--- config.mk ---
export PLATFORM = sky130hd
export DESIGN_NAME = clahe_hist_ram_ctrl
export DESIGN_NICKNAME = d
export VERILOG_FILES = /design/src/rtl/clahe_hist_ram_ctrl.sv
export SDC_FILE = /design/constraint.sdc
export NUM_CORES = 1
export LEC_CHECK = 0
export CORE_AREA = 4 4 104 106
export DETAILED_ROUTE_END_ITERATION = 8
export DIE_AREA = 0 0 108 110
export PLACE_DENSITY = 0.8
export SLEW_MARGIN = 0
export SYNTH_ARGS = -nofsm -noshare
export SYNTH_HDL_FRONTEND = slang
export SYNTH_SLANG_ARGS = --single-unit
--- constraint.sdc ---
create_clock -name clk -period 3.7 [get_ports clk]
set_input_delay 0.555 -clock clk [delete_from_list [all_inputs] [get_ports clk]]
set_output_delay 0.555 -clock clk [all_outputs]
set_load 0.05 [all_outputs]
--- src/rtl/clahe_hist_ram_ctrl.sv ---
// Histogram BRAM sequencer for one CLAHE tile: clear sweep, forwarded read-modify-write
// bin accumulation, and a sequential readout stream with optional clear-behind-read.
module clahe_hist_ram_ctrl #(
  parameter int BIN_W         = 8,
  parameter int CNT_W         = 16,
  parameter bit CLEAR_ON_READ = 1'b1
) (
  input  logic             clk,
  input  logic             rstn,
  input  logic             frame_start,
  input  logic             frame_end,
  input  logic             pix_valid,
  input  logic [BIN_W-1:0] pix_bin,
  input  logic             rd_start,
  output logic             ram_re,
  output logic [BIN_W-1:0] ram_raddr,
  input  logic [CNT_W-1:0] ram_rdata,
  output logic             ram_we,
  output logic [BIN_W-1:0] ram_waddr,
  output logic [CNT_W-1:0] ram_wdata,
  output logic             ready,
  output logic             hist_done,
  output logic             rd_valid,
  output logic [BIN_W-1:0] rd_bin,
  output logic [CNT_W-1:0] rd_count,
  output logic             rd_last,
  output logic             sat_flag
);

  localparam logic [BIN_W-1:0] LAST_BIN = '1;
  localparam logic [CNT_W-1:0] CNT_MAX  = '1;

  typedef enum logic [2:0] {
    CLEAR   = 3'd0,
    IDLE    = 3'd1,
    ACCUM   = 3'd2,
    DRAIN   = 3'd3,
    READOUT = 3'd4
  } state_t;

  state_t           state, state_next;
  logic [BIN_W-1:0] cnt, cnt_next;
  logic             sweep_done, sweep_done_next;
  logic [1:0]       drain_cnt, drain_cnt_next;
  logic             clear_wr, accept, ro_issue, drain_end, sat_clr;

  logic             s1_valid, s2_valid;
  logic [BIN_W-1:0] s2_bin;
  logic             ro1_valid, ro2_valid;
  logic [BIN_W-1:0] ro2_bin;
  logic             w2_valid;
  logic [BIN_W-1:0] w2_addr;
  logic [CNT_W-1:0] w2_data;
  logic [CNT_W-1:0] src, sum;
  logic             sat_hit;

  assign ready = (state == IDLE);

  always_ff @(posedge clk or negedge rstn) begin
    if (!rstn) begin
      state      <= CLEAR;
      cnt        <= '0;
      sweep_done <= 1'b0;
      drain_cnt  <= '0;
    end else begin
      state      <= state_next;
      cnt        <= cnt_next;
      sweep_done <= sweep_done_next;
      drain_cnt  <= drain_cnt_next;
    end
  end

  always_comb begin
    state_next      = state;
    cnt_next        = cnt;
    sweep_done_next = sweep_done;
    drain_cnt_next  = drain_cnt;
    clear_wr        = 1'b0;
    accept          = 1'b0;
    ro_issue        = 1'b0;
    drain_end       = 1'b0;
    sat_clr         = 1'b0;
    case (state)
      CLEAR: begin
        clear_wr = 1'b1;
        cnt_next = cnt + BIN_W'(1);
        if (cnt == LAST_BIN) state_next = IDLE;
      end
      IDLE: begin
        cnt_next        = '0;
        sweep_done_next = 1'b0;
        drain_cnt_next  = '0;
        if (frame_start) begin
          state_next = ACCUM;
          sat_clr    = 1'b1;
        end else if (rd_start) begin
          state_next = READOUT;
        end
      end
      ACCUM: begin
        accept = pix_valid;
        if (frame_end) state_next = DRAIN;
      end
      DRAIN: begin
        drain_cnt_next = drain_cnt + 2'd1;
        if (drain_cnt == 2'd3) begin
          drain_end  = 1'b1;
          state_next = IDLE;
        end
      end
      READOUT: begin
        if (!sweep_done) begin
          ro_issue = 1'b1;
          cnt_next = cnt + BIN_W'(1);
          if (cnt == LAST_BIN) sweep_done_next = 1'b1;
        end
        if (ro2_valid && ro2_bin == LAST_BIN) state_next = IDLE;
      end
      default: state_next = CLEAR;
    endcase
  end

  // Newest in-flight write wins so back-to-back hits on one bin never see stale RAM data.
  always_comb begin
    if (ram_we && ram_waddr == s2_bin)        src = ram_wdata;
    else if (w2_valid && w2_addr == s2_bin)   src = w2_data;
    else                                      src = ram_rdata;
    sat_hit = s2_valid && (src == CNT_MAX);
    sum     = (src == CNT_MAX) ? src : src + CNT_W'(1);
  end

  always_ff @(posedge clk or negedge rstn) begin
    if (!rstn) begin
      ram_re    <= 1'b0;
      ram_raddr <= '0;
      ram_we    <= 1'b0;
      ram_waddr <= '0;
      ram_wdata <= '0;
      s1_valid  <= 1'b0;
      s2_valid  <= 1'b0;
      s2_bin    <= '0;
      ro1_valid <= 1'b0;
      ro2_valid <= 1'b0;
      ro2_bin   <= '0;
      w2_valid  <= 1'b0;
      w2_addr   <= '0;
      w2_data   <= '0;
      rd_valid  <= 1'b0;
      rd_bin    <= '0;
      rd_count  <= '0;
      rd_last   <= 1'b0;
      hist_done <= 1'b0;
      sat_flag  <= 1'b0;
    end else begin
      ram_re <= accept | ro_issue;
      if (accept)        ram_raddr <= pix_bin;
      else if (ro_issue) ram_raddr <= cnt;

      s1_valid  <= accept;
      s2_valid  <= s1_valid;
      s2_bin    <= ram_raddr;
      ro1_valid <= ro_issue;
      ro2_valid <= ro1_valid;
      ro2_bin   <= ram_raddr;

      if (clear_wr) begin
        ram_we    <= 1'b1;
        ram_waddr <= cnt;
        ram_wdata <= '0;
      end else if (s2_valid) begin
        ram_we    <= 1'b1;
        ram_waddr <= s2_bin;
        ram_wdata <= sum;
      end else if (CLEAR_ON_READ && ro1_valid) begin
        ram_we    <= 1'b1;
        ram_waddr <= ram_raddr;
        ram_wdata <= '0;
      end else begin
        ram_we    <= 1'b0;
      end

      w2_valid <= ram_we;
      w2_addr  <= ram_waddr;
      w2_data  <= ram_wdata;

      rd_valid  <= ro2_valid;
      rd_bin    <= ro2_bin;
      rd_count  <= ro2_valid ? ram_rdata : '0;
      rd_last   <= ro2_valid && (ro2_bin == LAST_BIN);
      hist_done <= drain_end;

      if (sat_clr)      sat_flag <= 1'b0;
      else if (sat_hit) sat_flag <= 1'b1;
    end
  end

endmodule

==> results of run 1 <==
state kept, by name, summed over array words and instances, names as in the netlist, 2 cells and up:
name / count
w2_data: 16
ram_waddr: 8
drain_cnt: 2
ram_raddr: 8
w2_addr: 8
ro2_bin: 8
state: 3
ram_wdata: 16
rd_count: 16
cnt: 8
rd_bin: 8
final cells by class:
| type | instances | area, um2 | area share |
|---|---|---|---|
| clock inverter | 12 | 108 | 0.0158 |
| clock buffer | 20 | 455 | 0.0669 |
| timing repair buffer | 105 | 1030 | 0.151 |
| multi-input combinational | 334 | 2170 | 0.318 |
| tap | 133 | 166 | 0.0244 |
| inverter | 15 | 56.3 | 0.00827 |
| sequential | 113 | 2830 | 0.415 |
where the power goes:
part	leakage [nW]	switching, mW	internal [mW]
combinational	1.20	0.0608	0.0445
clock	0.262	0.567	0.941
sequential	1.52	0	1.24
total	2.99	0.628	2.22
final timing paths:
check	end	slack, ns	cells after the start
min in group clk	s2_valid	0.34	0
min reg2reg	s2_valid	0.34	0
max	ram_wdata[9]	0.21	11
max reg2reg	ram_wdata[9]	0.21	11
min	ram_raddr[2]	0.13	1
max in group asynchronous	ram_waddr[0]	2.81	2
per-layer routing:
layer | wire length (um) | global-route usage | vias up
met3 | 1090 | 0.0641 | 36
met4 | 348 | 0.107 | 0
met2 | 6630 | 0.387 | 219
li1 | - | - | 1960
met1 | 5590 | 0.317 | 2094
met5 | 0 | 0 | -
critical path: stages, from the launching register on:
cell and delay [ns]:
dfrtp_1 0.47, xnor2_1 0.19, nand4_1 0.16, or3_1 0.42
buf_4 0.26, a31oi_1 0.46, and2_2 0.31, nand4_1 0.21
nor4_4 0.44, buf_4 0.23, a32oi_1 0.10, o211ai_1 0.14
logic make-up after synthesis:
group / after synthesis
AOI/OAI and AO/OA: 103
xor gates and xnor gates: 22
adders and majority gates: 3
buffers and inverters: 43
DFF: 113
muxes: 9
and+or+nand+nor: 197
placed cells by master (no fill, tap or decap), types with 3 or more instances in the layout:
cell type	Yosys	layout
inv_1	14	14
mux2i_1	4	4
nand2b_1	5	5
ha_1	3	3
o21ai_0	11	11
a21oi_1	25	25
a22oi_1	10	10
nand4_1	21	21
nand2_1	47	47
o21ai_1	5	5
a221oi_1	7	7
clkinv_2	0	3
xor2_1	5	5
nor2_1	46	46
dfrtp_1	113	113
xnor2_2	8	8
a31oi_1	11	11
nand3_1	12	12
clkinvlp_4	0	6
clkbuf_8	0	4
clkbuf_16	0	16
clkdlybuf4s50_1	0	91
or3_1	4	4
o211ai_1	4	4
nor3_1	10	10
nor4_1	11	11
and2_1	17	17
o31ai_1	10	10
and3_1	4	4
a32oi_1	3	3
xnor2_1	9	9
buf_4	2	13
==> run metrics, run 1 <==
simple logic cell fraction of the synthesized area=0.205; status=complete, no violations; total number of vias=4309; number of flops mapped to enable cells by yosys=0; final hold violation count=0; HPWL after detailed placement=between 9 and 10 mm; synth cell count leaders=dfrtp_1 (113), nand2_1 (47), nor2_1 (46); worst-skew pair later-pin latency=about 0.52 ns; post-synthesis cell type count=67; Mean Syn Cell Area=10.6 um2; synthesized flop and latch total=113; dpl cell area=~6200 um2; Max FO, Critical Path=21; Peak VDD IR=~300 uV; Leakage=2.99 nW; Finished Core Util=0.696; clk sink count=113; Synth Warn #=0; Synth top area share=0.545; Hold Slack=~0.13 ns; Worst R2R Start=ro2_bin[5]; worst setup margin=approximately 0.21 ns; CTS root buf=clkbuf_8; CP endpoint kind=register; complex-gate fraction of the synthesized area=0.137; n_diodes=0; layout cells sized above 1=0.129; Crit Path Class=reg -> reg; top cells by area, synth=dfrtp_1 (55%), nand2_1 (3.4%), nor2_1 (3.3%); postcts setup bufs=0; Fill cells=roughly 700; Post-Synthesis Cells=between 400 and 500; Die Ht=~110 um; Post-Syn Nets=approximately 520; final RePlAce weighted congestion=0.911; Main synth FF type=dfrtp_1; Post-Synth XOR/XNOR Area=0.0487; final std cells w/o fill=approximately 730; pre-CTS WS=approximately 0.39 ns; crit path from=ro2_bin[5]; fmax=about 290 MHz; first-pass GRT wire length=roughly 22 mm; Worst Setup Start Kind=register; minimum clock period=~3.5 ns; PD cells=roughly 420 nW/um2; Critical Path AT=about 3.9 ns; GRT Overall Usage=0.243; clk_skew=0.00765 ns; Core Area=9770 um2; number of setup violations in the final report=0; Via density=around 6; drt first-iter violations=~420; hold_buf cts=0; most instantiated library cell after synthesis=dfrtp_1; IO Pins=between 90 and 100; clk buf depth=2; total power=approximately 2.9 mW; Initial Utilization=0.531; initial antenna violation count=0; die area=11900 um2; Inserted Clock Buffers=17; Residual DRC=0; CTS tree=built; post_cts resized=0; Die Wd=around 110 um; Seq/Total Area, Yosys=0.545; drt total wl=13.7 mm; IO buf count=a little over 90; nets=around 620; Slew @ Worst Pin=0.810 ns; setup TNS=0 ns; Synth-to-Final Area Change=31.2%; Worst-path clk slew=approximately 0.060 ns; GRT overflow=0; dpl cells=700; Routed wire per std cell=around 19 um; worst relative slew slack=0.460; largest net degree at the start of global routing=63; Critical Path RT=about 4.1 ns; final instance area=slightly below 7000 um2; Final period util=0.944; # H-tree levels=4; worst hold path class=in -> async; Slew Viols, Final=0; # rows=36; vias in the first global route=4337; antenna-violating nets left=0; multiplexer share of the synthesized area=0.0195; Synth Area in Adders=0.00724; unrepaired setup endpoints after global routing=false; first-pass detailed-route iteration total=5; largest family of logic cells by synthesized area=simple AND/OR/NAND/NOR gates; max_cap viols=0; Yosys top cell by area=dfrtp_1; synthesized area=about 5200 um2; Async SR Flop Fraction=1.00
Power figures use the tool's default switching activity.
==> run 2: changes to the inputs <==
CORE_AREA = 4 4 100 102   (was 4 4 104 106)
DIE_AREA = 0 0 104 106   (was 0 0 108 110)
DONT_BUFFER_PORTS = 1   (was default)
PLACE_DENSITY = 0.72   (was 0.8)
==> run 2 against run 1 <==
  * The flow now finishes with violations (hold timing)
  * Clock power increased by 11%
  * Global-route usage decreased by 1.1 points
  * Die area decreased by 7.2%
  * Sequential cell count unchanged
  * Hold slack got worse by 0.15 ns
  * Total power increased by 4.7%
==> run metrics, run 2 (synthesis results as in run 1) <==
most common cell after layout, fill and taps aside=dfrtp_1; IO buf count=0; Flop pwr share=0.415; CTS root buf=clkbuf_8; Max FO, Critical Path=21; Worst Setup Start Kind=register; Crit Path Class=reg -> reg; Residual DRC=0; Peak VDD IR=approximately 320 uV; Hold Slack=-0.0253 ns; Sw Pwr=0.586 mW; final RePlAce weighted congestion=approximately 0.94; CP endpoint kind=register; Synth-to-Final Area Change=16.3%; worst hold path class=in -> async; worst-skew pair later-pin latency=approximately 0.5 ns; Die Ht=~110 um; Comb power frac=0.022; drt total wl=roughly 12 mm; largest net degree at the start of global routing=between 100 and 150; fmax=slightly below 300 MHz; Largest regs=ram_wdata x16, rd_count x16, w2_data x16; die area=approximately 11000 um2; Final period util=0.906; failing checks=hold timing; initial antenna violation count=0; vias in the first global route=~3800; CTS tree=built; Critical Path RT=just over 4 ns; flop2flop setup slack=about 0.35 ns; Slew Viols, Final=0; most frequent cells in the layout=dfrtp_1 (113), nand2_1 (47), nor2_1 (46); Fill cells=slightly below 700; n_diodes=0; nets=540; PD cells=495 nW/um2; status=finished, violations left; IO Pins=a little over 90; minimum clock period=~3.4 ns; Worst-path clk slew=approximately 0.060 ns; clk_skew=just over 0.008 ns; layout cells sized above 1=0.170; Core Area=between 9000 and 10000 um2; total number of vias=~3800; max_cap viols=0; setup TNS=0 ns; number of setup violations in the final report=0; Routed wire per std cell=19.3 um; worst reg2reg path depth=12; postcts setup bufs=0; total power=approximately 3 mW; clk sink count=around 110; Int Pwr=around 2.4 mW; final hold violation count=37; Via density=between 6 and 7; Sw Ratio=0.196; Worst R2R Start=ro2_bin[1]; Slew @ Worst Pin=approximately 0.67 ns; antenna-violating nets left=0; Inserted Clock Buffers=17; unrepaired setup endpoints after global routing=false; GRT Overall Usage=0.233; Clk pwr share=0.563; hold_buf cts=1; # H-tree levels=4; Die Wd=104 um; post_cts resized=0; drt first-iter violations=roughly 310; Critical Path AT=between 3 and 4 ns; HPWL after detailed placement=~8.5 mm; first-pass GRT wire length=approximately 20 mm; Leakage=between 2 and 3 nW; first-pass detailed-route iteration total=4; Initial Utilization=0.570; Reg-to-Reg End=ram_wdata[0]; worst relative slew slack=0.549; # rows=35; GRT overflow=0; clk buf depth=2
## run 2: cell types whose count changed in the layout (fill, tap and decap cells not counted), sizes merged
cell | previous run | this run
clkdlybuf4s50 | 91 | 0
clkinvlp | 6 | 2
buf | 14 | 26
inv | 16 | 15
bufinv | 1 | 4
clkinv | 4 | 3
clkbuf | 20 | 22
## run 2: per-layer routing
layer / track usage / up-vias / routed length (um)
met5: 0 / - / 0
met4: 0.0836 / 0 / 133
met3: 0.0941 / 15 / 1080
met2: 0.351 / 150 / 5690
met1: 0.305 / 1857 / 5230
li1: - / 1799 / -
## run 2: power by group through the flow
stage | Sequential [mW] | Clock (mW) | Combinational, mW
global placement | 1.26 | 0 | 0.0392
detailed placement | 1.26 | 0 | 0.0400
finish | 1.24 | 1.68 | 0.0669
floorplan | 1.26 | 0 | 0.0326
global route | 1.24 | 1.77 | 0.0769
CTS | 1.24 | 1.70 | 0.0680
## run 2: worst max-delay path by stage
stage / startpoint / endpoint / slack [ns] / cells after the start
floorplan: ram_waddr[0] / ram_wdata[9] / 0.45 / 14
global placement: ro2_bin[1] / ram_wdata[0] / 0.50 / 12
detailed placement: ro2_bin[1] / ram_wdata[0] / 0.38 / 12
CTS: ro2_bin[1] / ram_wdata[0] / 0.36 / 12
global route: ro2_bin[1] / ram_wdata[0] / 0.17 / 12
finish: ro2_bin[1] / ram_wdata[0] / 0.35 / 12
## run 2: final cells by class
class	instances	area, um2	share of cell area
Clock buffer	22	463	0.0768
Multi-Input combinational cell	334	2180	0.361
Sequential cell	113	2830	0.469
Clock inverter	9	154	0.0255
Inverter	15	56.3	0.00934
Tap cell	111	139	0.0230
Timing Repair Buffer	26	215	0.0357
## run 2: worst max-delay path: stages (launching register included)
cell and delay (ns):
dfrtp_1 0.47, xnor2_1 0.20, nand3_1 0.13, or3_1 0.43, buf_4 0.26, a31oi_1 0.40
and2_2 0.28, nand4_1 0.11, buf_4 0.20, nor4_4 0.26, buf_4 0.22, xnor2_1 0.08
a22o_1 0.20
## run 2: metrics by stage
step	instances	hold slack (ns)	worst slack, ns	utilization	area (um2)
finish	630	-0.0253	0.347	0.662	6030
global route	630	0.0137	0.170	0.662	6030
detailed placement	598	0.264	0.384	0.591	5390
global placement	598	0.263	0.500	0.591	5390
CTS	630	0.00576	0.358	0.662	6030
floorplan	490	0.259	0.453	-	5190
